[src/rtl/out_fifo_pkg.sv]
// rtl/out_fifo_pkg.sv - shared widths for the core output/input side buffers
package out_fifo_pkg;

    // Address field width; a single-address port still needs one bit.
    function automatic int addr_w(input int nuioou);
        return ($clog2(nuioou) > 1) ? $clog2(nuioou) : 1;
    endfunction

    // Floating-point word width: sign + exponent + mantissa.
    function automatic int data_w(input int nbmant, input int nbexpo);
        return nbmant + nbexpo + 1;
    endfunction

    // One stored entry is {addr, data}.
    function automatic int entry_w(input int nbmant, input int nbexpo, input int nuioou);
        return data_w(nbmant, nbexpo) + addr_w(nuioou);
    endfunction

    // Pointers wrap modulo depth.
    function automatic int ptr_w(input int depth);
        return $clog2(depth);
    endfunction

    // Count must reach depth itself, hence one extra bit.
    function automatic int cnt_w(input int depth);
        return $clog2(depth) + 1;
    endfunction

endpackage

[src/rtl/fifo_ram.sv]
// rtl/fifo_ram.sv - register array with one write port and an asynchronous read port
module fifo_ram
    import out_fifo_pkg::*;
#(
    parameter int WIDTH = 26,
    parameter int DEPTH = 8
) (
    input  logic                      clk,
    input  logic                      rst,
    input  logic                      we,
    input  logic [ptr_w(DEPTH)-1:0]   waddr,
    input  logic [WIDTH-1:0]          wdata,
    input  logic [ptr_w(DEPTH)-1:0]   raddr,
    output logic [WIDTH-1:0]          rdata
);

    logic [WIDTH-1:0] mem_q [DEPTH];
    logic [WIDTH-1:0] mem_d [DEPTH];

    // Next array contents: only the addressed word changes on a write.
    always_comb begin
        for (int i = 0; i < DEPTH; i++) begin
            mem_d[i] = mem_q[i];
        end
        if (we) begin
            mem_d[waddr] = wdata;
        end
    end

    // Array storage; cleared on reset so the stale head reads as zero.
    always_ff @(posedge clk or negedge rst) begin
        if (!rst) begin
            for (int i = 0; i < DEPTH; i++) begin
                mem_q[i] <= '0;
            end
        end else begin
            for (int i = 0; i < DEPTH; i++) begin
                mem_q[i] <= mem_d[i];
            end
        end
    end

    assign rdata = mem_q[raddr];

endmodule

[src/rtl/out_fifo.sv]
// rtl/out_fifo.sv - core output write buffer with valid/ready drain and sticky overflow
module out_fifo
    import out_fifo_pkg::*;
#(
    parameter int NBMANT = 16,
    parameter int NBEXPO = 6,
    parameter int NUIOOU = 8,
    parameter int FDEPTH = 8
) (
    input  logic                                clk,
    input  logic                                rst,
    input  logic [data_w(NBMANT, NBEXPO)-1:0]   data_in,
    input  logic [addr_w(NUIOOU)-1:0]           addr_in,
    input  logic                                out_en,
    output logic                                out_valid,
    input  logic                                out_ready,
    output logic [data_w(NBMANT, NBEXPO)-1:0]   out_data,
    output logic [addr_w(NUIOOU)-1:0]           out_addr,
    output logic [cnt_w(FDEPTH)-1:0]            count,
    output logic                                full,
    output logic                                empty,
    output logic                                ovf,
    input  logic                                ovf_clr
);

    localparam int DW = data_w(NBMANT, NBEXPO);
    localparam int EW = entry_w(NBMANT, NBEXPO, NUIOOU);
    localparam int PW = ptr_w(FDEPTH);
    localparam int CW = cnt_w(FDEPTH);
    localparam logic [CW-1:0] FULL_CNT = CW'(FDEPTH);

    logic [PW-1:0] wr_ptr_q, wr_ptr_d;
    logic [PW-1:0] rd_ptr_q, rd_ptr_d;
    logic [CW-1:0] cnt_q, cnt_d;
    logic          ovf_q, ovf_d;
    logic          wr_en, rd_en;
    logic [EW-1:0] head;

    assign full      = (cnt_q == FULL_CNT);
    assign empty     = (cnt_q == '0);
    assign out_valid = !empty;
    assign count     = cnt_q;
    assign ovf       = ovf_q;

    // A read frees a slot in the same cycle, so a full FIFO still takes a write alongside it.
    assign rd_en = out_valid && out_ready;
    assign wr_en = out_en && (!full || rd_en);

    // Pointer, count and overflow next-state; overflow set beats clear.
    always_comb begin
        wr_ptr_d = wr_ptr_q;
        rd_ptr_d = rd_ptr_q;
        cnt_d    = cnt_q;
        ovf_d    = ovf_q;
        if (wr_en) begin
            wr_ptr_d = wr_ptr_q + 1'b1;
        end
        if (rd_en) begin
            rd_ptr_d = rd_ptr_q + 1'b1;
        end
        if (wr_en && !rd_en) begin
            cnt_d = cnt_q + 1'b1;
        end else if (rd_en && !wr_en) begin
            cnt_d = cnt_q - 1'b1;
        end
        if (ovf_clr) begin
            ovf_d = 1'b0;
        end
        if (out_en && !wr_en) begin
            ovf_d = 1'b1;
        end
    end

    // Control state register; reset drops every held entry at once.
    always_ff @(posedge clk or negedge rst) begin
        if (!rst) begin
            wr_ptr_q <= '0;
            rd_ptr_q <= '0;
            cnt_q    <= '0;
            ovf_q    <= 1'b0;
        end else begin
            wr_ptr_q <= wr_ptr_d;
            rd_ptr_q <= rd_ptr_d;
            cnt_q    <= cnt_d;
            ovf_q    <= ovf_d;
        end
    end

    fifo_ram #(
        .WIDTH (EW),
        .DEPTH (FDEPTH)
    ) u_ram (
        .clk   (clk),
        .rst   (rst),
        .we    (wr_en),
        .waddr (wr_ptr_q),
        .wdata ({addr_in, data_in}),
        .raddr (rd_ptr_q),
        .rdata (head)
    );

    assign out_data = head[DW-1:0];
    assign out_addr = head[EW-1:DW];

endmodule
[config.mk]
export PLATFORM = sky130hd
export DESIGN_NAME = out_fifo
export DESIGN_NICKNAME = d
export VERILOG_FILES = /design/src/rtl/out_fifo_pkg.sv /design/src/rtl/fifo_ram.sv /design/src/rtl/out_fifo.sv
export SDC_FILE = /design/constraint.sdc
export NUM_CORES = 1
export LEC_CHECK = 0
export CORE_MARGIN = 3
export CORE_UTILIZATION = 64
export CTS_CLUSTER_SIZE = 10
export DETAILED_ROUTE_END_ITERATION = 12
export PLACE_DENSITY = 0.85
export SLEW_MARGIN = 20
export SYNTH_ARGS = -nofsm -noshare
export SYNTH_HDL_FRONTEND = slang
export SYNTH_SLANG_ARGS = --single-unit
[constraint.sdc]
create_clock -name clk -period 4.7 [get_ports clk]
set_input_delay 0.705 -clock clk [delete_from_list [all_inputs] [get_ports clk]]
set_output_delay 0.705 -clock clk [all_outputs]
set_load 0.1 [all_outputs]
==> summary.txt <==
Critical path
  – Max stage delay cell, worst path: sky130_fd_sc_hd__clkdlybuf4s50_1
  – Critical Path Max Stage Delay: between 1 and 1.5 ns
  – Arrival time worst endpoint: between 3 and 4 ns
  – Logic depth of the worst setup path including buffers: 3
  – Kind of end point of the critical path: output pin
  – Endpoint of the most critical register-to-register path: count[3]$_DFFE_PN0P_
  – Worst path bufs/invs: 2
  – Crit. Startpoint: count[0]$_DFFE_PN0P_
  – Type of the worst setup path: reg2out
  – Critical register-to-register path startpoint: count[0]$_DFFE_PN0P_
  – CP Max Fanout: 12
  – Worst setup endpoint: full
  – Worst Reg-to-Reg Cells: 9
  – Cell-by-cell listing of the critical path: or4b_1 > inv_1 > clkdlybuf4s50_1
  – Worst reg2reg setup slack: between 1 and 1.5 ns
  – Critical path startpoint category: register
  – Largest delay share family, worst path: buffers and inverters
  – Data required time at the worst endpoint: 3.99 ns

Placement
  – Number of port buffers: 64
  – # placed instances: 849
  – Total half-perimeter wirelength after legalization and detailed placement: between 10 and 15 mm
  – Post-detailed-placement cell area: 11000 sq um
  – Final GP Congestion: 0.774

Layout
  – Net total in the final layout: 703
  – Fraction of layout instances using a drive strength above 1: a little over half
  – Cell area after layout: 11700 sq um
  – Number of diodes added for antenna fixing: 0
  – Layout-stage area growth over the synthesis result: 13.9%
  – Final non-filler cell total: 881
  – Final standard cell utilization of the core: 75.6%

CTS
  – Longest Clk Path Bufs: 3
  – Buffer cell driving the clock tree root: sky130_fd_sc_hd__clkbuf_16
  – Post-CTS Hold Buffers: 0
  – CTS Sinks: between 200 and 250
  – Cts repair resizes: 0
  – Number of clock buffers inserted by TritonCTS: 26
  – Number of setup buffers added after CTS: 0
  – Reg clk slew, reported paths: 0.05 ns
  – # H-tree levels: 1
  – TritonCTS clock tree: built
  – Clock latency reported for the late side of the worst-skew pair: 0.51 ns

Run
  – Max-cap violation count: 0

Drt
  – Number of vias per cell after detailed routing: 6.23
  – Number of nets with antenna violations after detailed routing: 0
  – Highest routed metal layer: met4
  – Met2 routed wirelength: 10.8 mm
  – Met3 wire len: 674 um
  – First-pass DRT Iterations: 4
  – Mean routed wirelength per cell: ~23 um
  – Initial DRC Count: 290
  – Total Routed Length: slightly above 20 mm
  – Detailed-route wire length on metal 1: 8.49 mm
  – Via count: 5491
  – Residual DRC: 0

Global routing
  – Global route overflow: 0
  – Antenna violations before repair: 0
  – Total GRT Usage: ~24%
  – First-pass GRT wire length: between 30 and 40 mm
  – Maximum number of pins on one net before global-route repair: 115
  – Via count of the first global-routing pass: 6248

STA
  – Final Slew Violations: 0
  – Unrepaired setup endpoints after global routing: false
  – Number of hold-slack violations in the final timing report: 0
  – Min Clock Period, post-route: 3.90 ns
  – Setup violators final: 0
  – Max-Slew Margin vs Limit: 34.5%
  – Final worst clock skew: 0.00993 ns
  – Slew at the pin with the worst max-slew slack: ~1 ns
  – Fin crit share: 82.9%
  – Max Clk Rate: 0.257 GHz
  – Final setup TNS: 0 ns

Synth
  – Area share of the largest cell type after synthesis: 53.5%
  – Number of synthesized flops with an enable pin: 0
  – Library cell with the highest instance count after synthesis: sky130_fd_sc_hd__dfrtp_1
  – Post-synthesis sequential area ratio: 53.5%
  – Yosys Warn Count: 0
  – Top cell types by occurrence after synthesis: sky130_fd_sc_hd__dfrtp_1, sky130_fd_sc_hd__mux2_2, sky130_fd_sc_hd__mux4_2, sky130_fd_sc_hd__mux2_4, sky130_fd_sc_hd__buf_6
  – Proportion of synthesized flip-flops having asynchronous set or reset: 100%
  – Cell type with the largest total area after synthesis: sky130_fd_sc_hd__dfrtp_1
  – Distinct cells, synth: 36
  – Biggest area contributors in the synthesized netlist: sky130_fd_sc_hd__dfrtp_1, sky130_fd_sc_hd__mux2_2, sky130_fd_sc_hd__mux4_2
  – Total nets after synthesis: 635
  – Flip-flop and latch count after synthesis: 219
  – Synth Flop Type: sky130_fd_sc_hd__dfrtp_1
  – Mean area per synthesized cell: 17.1 sq um
  – Mapped Cells: 598
  – Synthesized cell area: 10200 sq um

Worst hold path
  – Worst Hold Class: in2async

Die
  – Initial core utilization: 66.4%
  – Number of placed I/O pins: 65
  – Core area: 15400 sq um
  – Die area: between 15000 and 20000 sq um
  – Die Span Y: 133 um
  – Number of placement rows: 45
  – Horizontal die dimension: 133 um

Status
  – Outcome: finished clean
-- worst register-to-register path: stages (launching register included) --
cell,delay [ns]
sky130_fd_sc_hd__dfrtp_1,0.46
sky130_fd_sc_hd__or4b_1,0.93
sky130_fd_sc_hd__o21ai_0,0.51
sky130_fd_sc_hd__inv_1,0.09
sky130_fd_sc_hd__ha_1,0.26
sky130_fd_sc_hd__inv_1,0.15
sky130_fd_sc_hd__ha_1,0.30
sky130_fd_sc_hd__or4_1,0.53
sky130_fd_sc_hd__o211ai_1,0.13
sky130_fd_sc_hd__o211ai_1,0.12
-- flip-flops by register name, summed over array words and instances, names as in the netlist --
signal,count
u_ram.mem_q,208
count,4
rd_ptr_q,3
wr_ptr_q,3
ovf,1
-- worst min-delay path by stage --
stage	endpoint	slack, ns
after floorplan	count[0]$_DFFE_PN0P_	0.41
after global placement	u_ram.mem_q[188]$_DFFE_PN0P_	0.47
after detailed placement	u_ram.mem_q[187]$_DFFE_PN0P_	0.48
after CTS	u_ram.mem_q[30]$_DFFE_PN0P_	0.34
after global routing	u_ram.mem_q[30]$_DFFE_PN0P_	0.37
final	u_ram.mem_q[30]$_DFFE_PN0P_	0.28
-- area by class of cell --
| cell class | count | area, sq um |
|---|---|---|
| inverters | 6 | 22.5 |
| multi-input cells | 336 | 4490 |
| flip-flops and latches | 219 | 5490 |
| repair buffers | 77 | 709 |
| fillers | 920 | 3760 |
| clock inverters | 1 | 8.76 |
| clock buffers | 31 | 691 |
| well taps | 211 | 264 |
-- placed cells by master (no fill, tap or decap), types with 4 or more instances in the layout --
cell type | netlist | layout
sky130_fd_sc_hd__clkbuf_1 | 11 | 4
sky130_fd_sc_hd__dfrtp_1 | 219 | 217
sky130_fd_sc_hd__mux2_4 | 40 | 40
sky130_fd_sc_hd__mux2_2 | 189 | 189
sky130_fd_sc_hd__mux2_1 | 8 | 8
sky130_fd_sc_hd__xnor2_1 | 6 | 6
sky130_fd_sc_hd__inv_1 | 6 | 6
sky130_fd_sc_hd__clkbuf_16 | 0 | 27
sky130_fd_sc_hd__o2111ai_4 | 2 | 4
sky130_fd_sc_hd__clkdlybuf4s50_1 | 0 | 37
sky130_fd_sc_hd__mux4_2 | 52 | 52
sky130_fd_sc_hd__ha_1 | 5 | 5
sky130_fd_sc_hd__buf_4 | 2 | 37
-- kinds of logic after synthesis --
group,after synthesis,share of synthesized area [%]
mux,290,39.0
flops,219,53.5
buf+inv,43,2.93
compound gates,17,2.20
simple gates,17,1.00
xor+xnor,6,0.513
fa+ha+maj,6,0.806
-- routing by layer --
layer	vias to the layer above	global-route usage, %
li1	2396	-
met4	0	6.87
met5	-	0
met2	116	42.3
met3	36	3.84
met1	2943	31.8
-- per-stage QoR --
stage	setup WS (ns)	hold slack, ns
final	0.803	0.279
after detailed placement	1.09	0.481
after CTS	0.781	0.342
after global placement	1.26	0.469
after floorplan	1.04	0.409
after global routing	0.710	0.373
Power is left out: the tool's default activity adds up to more than one toggle a clock period on the data nets, which glitch-free logic cannot reach.
